$ cat config.mk
export PLATFORM = sky130hd
export DESIGN_NAME = aes_round_ctrl
export DESIGN_NICKNAME = d
export VERILOG_FILES = /design/src/rtl/aes_round_ctrl.sv
export SDC_FILE = /design/constraint.sdc
export NUM_CORES = 1
export LEC_CHECK = 0
export ABC_AREA = 1
export CAP_MARGIN = 25
export CORE_MARGIN = 8
export CORE_UTILIZATION = 38
export DETAILED_ROUTE_END_ITERATION = 8
export HOLD_SLACK_MARGIN = 0.02
export PLACE_DENSITY = 0.73
export SETUP_SLACK_MARGIN = 0.4
export SLEW_MARGIN = 5
export SYNTH_ARGS = -nofsm -noshare
export SYNTH_HDL_FRONTEND = slang
export SYNTH_SLANG_ARGS = --single-unit
$ cat constraint.sdc
create_clock -name ClkxCI -period 1.2 [get_ports ClkxCI]
set_input_delay 0.12 -clock ClkxCI [delete_from_list [all_inputs] [get_ports ClkxCI]]
set_output_delay 0.12 -clock ClkxCI [all_outputs]
set_load 0.03 [all_outputs]
$ cat src/rtl/aes_round_ctrl.sv
`default_nettype none
//------------------------------------------------------------------------------
// Module      : aes_round_ctrl
// Description : Round sequencer for the two-share threshold AES core. Steps the
//               shared datapath through LOAD, ten rounds of four column-serial
//               S-box issues + pipeline drain + commit, and a DONE pulse. Drives
//               the rcon block and ends the schedule on its round flags.
//               Optional macro AES_ROUND_CTRL_CNT_CHECK_EN adds an internal
//               round counter that cross-checks the rcon flags. A mismatch
//               raises a sticky fault and aborts the operation.
// Revision    : 1.0 - initial release
//------------------------------------------------------------------------------
module aes_round_ctrl #(
   parameter int SBOX_LAT = 4   // shared S-box pipeline latency, 1..7
) (
   input  logic       ClkxCI,
   input  logic       RstxBI,
   input  logic       StartxSI,
   output logic       BusyxSO,
   output logic       DonexSO,
   output logic       RandReqxSO,
   input  logic       RandVldxSI,
   output logic       LoadxSO,
   output logic       SboxEnxSO,
   output logic [1:0] ColSelxDO,
   output logic       CommitxSO,
   output logic       MixColxSO,
   output logic       KeyExpxSO,
   output logic       RconNextxSO,
   output logic       RconActivexSO,
   input  logic       LastRoundxSI,
   input  logic       NineRoundxSI,
   input  logic       FinishedxSI,
   output logic       FaultxSO
);

   typedef enum logic [2:0] {
      IDLE   = 3'd0,
      LOAD   = 3'd1,
      SUB    = 3'd2,
      DRAIN  = 3'd3,
      COMMIT = 3'd4,
      DONE   = 3'd5
   } stateT;

   // Last value of the drain counter before moving on to COMMIT.
   localparam logic [2:0] DRAIN_LAST = 3'(SBOX_LAT - 1);

   stateT      StatexDP, StatexDN;
   logic [1:0] ColCntxDP, ColCntxDN;
   logic [2:0] DrainCntxDP, DrainCntxDN;

   logic       faultxS;    // sticky fault, blocks new operations
   logic       chkErrxS;   // rcon flags disagree with our own round count

`ifdef AES_ROUND_CTRL_CNT_CHECK_EN
   logic [3:0] RoundCntxDP, RoundCntxDN;
   logic       FaultxDP, FaultxDN;

   // Compare the rcon round flags against the internal round count.
   always_comb begin
      chkErrxS = 1'b0;
      unique case (StatexDP)
         SUB, DRAIN, COMMIT: begin
            chkErrxS = (NineRoundxSI != (RoundCntxDP == 4'd9))  ||
                       (LastRoundxSI != (RoundCntxDP == 4'd10)) ||
                       FinishedxSI;
         end
         IDLE:    chkErrxS = ~FinishedxSI;
         default: chkErrxS = 1'b0;
      endcase
   end

   // Round counter follows the rcon schedule: 1 on LOAD, +1 per inner commit.
   always_comb begin
      RoundCntxDN = RoundCntxDP;
      FaultxDN    = FaultxDP | chkErrxS;
      if (StatexDP == LOAD) begin
         RoundCntxDN = 4'd1;
      end else if ((StatexDP == COMMIT) && !LastRoundxSI) begin
         RoundCntxDN = RoundCntxDP + 4'd1;
      end
   end

   // Checker state registers; the fault only clears on reset.
   always_ff @(posedge ClkxCI or negedge RstxBI) begin
      if (!RstxBI) begin
         RoundCntxDP <= 4'd0;
         FaultxDP    <= 1'b0;
      end else begin
         RoundCntxDP <= RoundCntxDN;
         FaultxDP    <= FaultxDN;
      end
   end

   assign faultxS  = FaultxDP;
   assign FaultxSO = FaultxDP;
`else
   // Without the checker the rcon flags are trusted and the nine-round flag
   // has no consumer.
   logic unusedNinexS;

   assign unusedNinexS = NineRoundxSI;
   assign chkErrxS     = 1'b0;
   assign faultxS      = 1'b0;
   assign FaultxSO     = 1'b0;
`endif

   // State and counter registers.
   always_ff @(posedge ClkxCI or negedge RstxBI) begin
      if (!RstxBI) begin
         StatexDP    <= IDLE;
         ColCntxDP   <= 2'd0;
         DrainCntxDP <= 3'd0;
      end else begin
         StatexDP    <= StatexDN;
         ColCntxDP   <= ColCntxDN;
         DrainCntxDP <= DrainCntxDN;
      end
   end

   // Next-state logic and state-decoded outputs.
   always_comb begin
      StatexDN      = StatexDP;
      ColCntxDN     = ColCntxDP;
      DrainCntxDN   = DrainCntxDP;
      BusyxSO       = 1'b1;
      DonexSO       = 1'b0;
      RandReqxSO    = 1'b0;
      LoadxSO       = 1'b0;
      SboxEnxSO     = 1'b0;
      ColSelxDO     = 2'd0;
      CommitxSO     = 1'b0;
      MixColxSO     = 1'b0;
      KeyExpxSO     = 1'b0;
      RconNextxSO   = 1'b0;
      RconActivexSO = 1'b0;

      unique case (StatexDP)
         IDLE: begin
            BusyxSO = 1'b0;
            // A start while rcon is mid-schedule (or after a fault) is dropped.
            if (StartxSI && FinishedxSI && !faultxS) begin
               StatexDN = LOAD;
            end
         end

         LOAD: begin
            LoadxSO     = 1'b1;
            RconNextxSO = 1'b1;
            ColCntxDN   = 2'd0;
            StatexDN    = SUB;
         end

         SUB: begin
            RandReqxSO = 1'b1;
            ColSelxDO  = ColCntxDP;
            // A column only issues when a fresh mask is available; otherwise
            // everything holds for as long as the PRNG needs.
            SboxEnxSO  = RandVldxSI;
            if (RandVldxSI) begin
               ColCntxDN = ColCntxDP + 2'd1;
               if (ColCntxDP == 2'd3) begin
                  DrainCntxDN = 3'd0;
                  StatexDN    = DRAIN;
               end
            end
         end

         DRAIN: begin
            if (DrainCntxDP == DRAIN_LAST) begin
               StatexDN = COMMIT;
            end else begin
               DrainCntxDN = DrainCntxDP + 3'd1;
            end
         end

         COMMIT: begin
            CommitxSO     = 1'b1;
            KeyExpxSO     = 1'b1;
            RconActivexSO = 1'b1;
            RconNextxSO   = 1'b1;
            // The final round skips MixColumns.
            MixColxSO     = ~LastRoundxSI;
            if (LastRoundxSI) begin
               StatexDN = DONE;
            end else begin
               ColCntxDN = 2'd0;
               StatexDN  = SUB;
            end
         end

         DONE: begin
            DonexSO  = 1'b1;
            StatexDN = IDLE;
         end

         default: begin
            StatexDN = IDLE;
         end
      endcase

      // A flag mismatch aborts the operation; DONE is never reached.
      if (chkErrxS) begin
         StatexDN = IDLE;
      end
   end

endmodule
`default_nettype wire

==> key figures <==
Critical path
  – Maximum fanout along the worst path: 4
  – Worst Path Buf+Inv: 1
  – Critical Path Start Type: register
  – Worst Path Required: between 1 and 1.5 ns
  – Crit path launch: DrainCntxDP[1]
  – WP data arrival: ~1.5 ns
  – Crit path largest cell delay: roughly 0.37 ns
  – Delay-heaviest family, CP: simple AND/OR/NAND/NOR gates
  – CP Cell Sequence: ha_2 -> ha_4 -> inv_2 -> nand4_1 -> nand2_2 -> nand2_2 -> nand2_1 -> nand2_1
  – Crit path kind: reg -> reg
  – Slowest cell on crit path: dfrtp_1
  – R2R Path Start: DrainCntxDP[1]
  – Crit end category: register

Detailed routing
  – Final ANT Viol Nets: 0
  – Final wirelength: just under 2000 um
  – Vias per cell: 5.008
  – First-pass detailed-route iteration total: 4
  – DRC Markers: 0
  – Wire length per cell: around 15 um
  – Via Count: between 600 and 700
  – Starting DRT DRC Count: 7

Pwr
  – Sequential Power Share: between 15 and 20%
  – Net Sw Frac: approximately half
  – Worst VDD drop: approximately 1.9 mV
  – Clock share of power: under 10%
  – Logic pwr share: between 70% and 80%
  – P per Cell Area: around 3000 nW/um^2
  – Leakage power: approximately 0.55 nW
  – Int Power: ~1.6 mW
  – Total power: 3.293 mW
  – NetSw: ~1.7 mW

STA
  – Setup ws final: -0.2029 ns
  – Peak Freq: ~0.71 GHz
  – Final Hold Vio Count: 0
  – Worst Clk Skew: between 0.001 and 0.0015 ns
  – Final Setup Violations: 20
  – Final Cycle Share: 116.9%
  – Unrepaired setup endpoints after global routing: true
  – Max Slew Vio Count: 0
  – Post-layout min period: ~1.4 ns

Synth
  – Syn Nets: 90
  – Ys Warns: 0
  – Synth Instances: 80
  – Register area share after synthesis: a little over a third
  – Count of cell types in the netlist: 15
  – Top cells by area, synth: dfrtp_1, nand2_1, nand3_1, inv_1, ha_1
  – Syn Area/Cell: between 6 and 7 sq um
  – Biggest area consumer among synthesized cells: dfrtp_1
  – Synth top area share: a little over a third
  – Syn Std Cell Area: ~550 sq um
  – Synth Register Bits: 8

Global route
  – Met3 Use GR: about 1.4%
  – Global route total overflow: 0
  – Vias in the first global route: 660
  – Initial antenna violation count: 0
  – GRT busiest layer: met2
  – Largest net degree at the start of global routing: 9
  – Global Route Usage Sum: about an eighth
  – Global-route met2 utilization: roughly 24%
  – GR Layer Usage met1: 11.65%
  – Global-route wire length before repair: 2760 um

Clock network
  – CTS clock-pin slew for the worst setup and hold paths: 0.05 ns
  – H-tree depth: 1
  – CTS tree: built
  – Clk buf depth: 2
  – Clk Latency, worst-skew pair: around 0.24 ns
  – Num Clock Sinks: 8
  – CTS Buf Count: 3
  – Clock Tree Root: clkbuf_4

Placement
  – Port Buffer Count: 17
  – Post-DP HPWL: roughly 1000 um
  – GPL Wtd Cong: 0.8657
  – Dpl cells: ~120

Final layout
  – Post-Layout Cell Count: ~130
  – Most used cells in the layout excluding fill and tap cells: buf_6, buf_4, nand2_1, inv_1, nand3_1
  – Final Util: about 80%
  – Fillers: 85
  – Fin nets: between 100 and 150
  – Leading cell type in the layout, fill and taps excluded: buf_6
  – Area Growth Syn to Fin: 98.19%
  – Share of cells above drive strength 1: between 60% and 70%
  – FF+latch area: between 200 and 250 sq um
  – Antenna Diode Count: 0
  – Multi-input combinational cell area: ~430 sq um

Floorplan
  – Die Width: about 54 um
  – DIE AREA: slightly below 3000 sq um
  – Chip Height: between 50 and 60 um
  – I/O Pins: 20
  – Initial core utilization: between 40% and 50%
  – Core Region: 1334 sq um
  – Core Rows: 13

Run
  – Max_cap viols: 0

Outcome
  – Failing checks: setup timing
  – Status: complete, but fails checks

Hold path
  – Worst min path class: in -> async
==> final timing paths <==
check / endpoint / slack [ns] / cells after the start
min reg2reg: DrainCntxDP[2] / 0.48 / 2
max reg2reg: DrainCntxDP[2] / -0.20 / 8
max in group asynchronous: StatexDP[1] / 0.79 / 1
min in group ClkxCI: DrainCntxDP[2] / 0.48 / 2
max: DrainCntxDP[2] / -0.20 / 8
min: DrainCntxDP[2] / 0.14 / 1
==> worst register-to-register path, cell delays in order (launching register included) <==
cell and delay, ns:
dfrtp_1 0.37, ha_2 0.21, ha_4 0.15, inv_2 0.04, nand4_1 0.17, nand2_2 0.16, nand2_2 0.07, nand2_1 0.07
nand2_1 0.05
==> registers in the layout, indices dropped and copies added, names as in the netlist <==
signal	flops
DrainCntxDP	3
StatexDP	3
ColCntxDP	2
==> final cells by class <==
cell class | count | share of cell area [%]
Timing Repair Buffer | 36 | 32.04
Tap cell | 15 | 1.716
Sequential cell | 8 | 18.65
Clock buffer | 3 | 2.059
Inverter | 16 | 6.407
Multi-Input combinational cell | 53 | 39.13
==> power groups by stage <==
stage                     Clock, mW  Combinational [mW]  Sequential, mW
after CTS                     0.205                2.11           0.523
after floorplan                   0                1.10           0.517
after detailed placement          0                1.57           0.528
after global routing          0.209                2.73           0.562
final                         0.189                2.56           0.543
after global placement            0                1.55           0.529
==> per-stage QoR <==
stage | setup slack [ns] | cell area (sq um) | hold slack (ns) | setup TNS, ns
after floorplan | -0.07137 | 613.1 | -0.1756 | -0.2131
after global routing | -0.2760 | 1094 | 0.1765 | -3.777
after CTS | -0.1392 | 991.0 | 0.1380 | -1.836
after detailed placement | -0.1560 | 790.8 | 0.4058 | -0.5945
after global placement | -0.1215 | 790.8 | 0.4121 | -0.4189
final | -0.2029 | 1094 | 0.1437 | -2.617
==> logic make-up (layout without fill, tap and decap cells) <==
group	Yosys count	after routing	synth area share [%]
other	1	1	0.6796
adder cells (fa/ha/maj)	3	3	6.803
AND/OR/NAND/NOR	47	47	39.46
AO/OA/AOI/OAI	2	2	1.812
flip-flops	8	8	36.28
buffers and inverters	19	55	14.97
==> synth_stat cells, drive strengths merged <==
master and n:
nor2 11, a21oi 1, nand3 13, inv 16
nand4 1, dfrtp 8, conb 1, o21ai 1
ha 3, buf 3, nand2 22
==> metal layers <==
layer | up-vias | wire length (um)
li1 | 315 | -
met3 | 10 | 156
met2 | 29 | 1097
met5 | - | 0
met1 | 302 | 602
met4 | 0 | 107
==> repair_timing <==
action	in CTS	in global routing
gates cloned	0	0
hold buffers	0	0
resized for setup	27	16
pin swaps	11	6
setup buffers	9	4
endpoints found under the setup margin	20	20
Note: power is estimated with default switching activity, not from simulation.
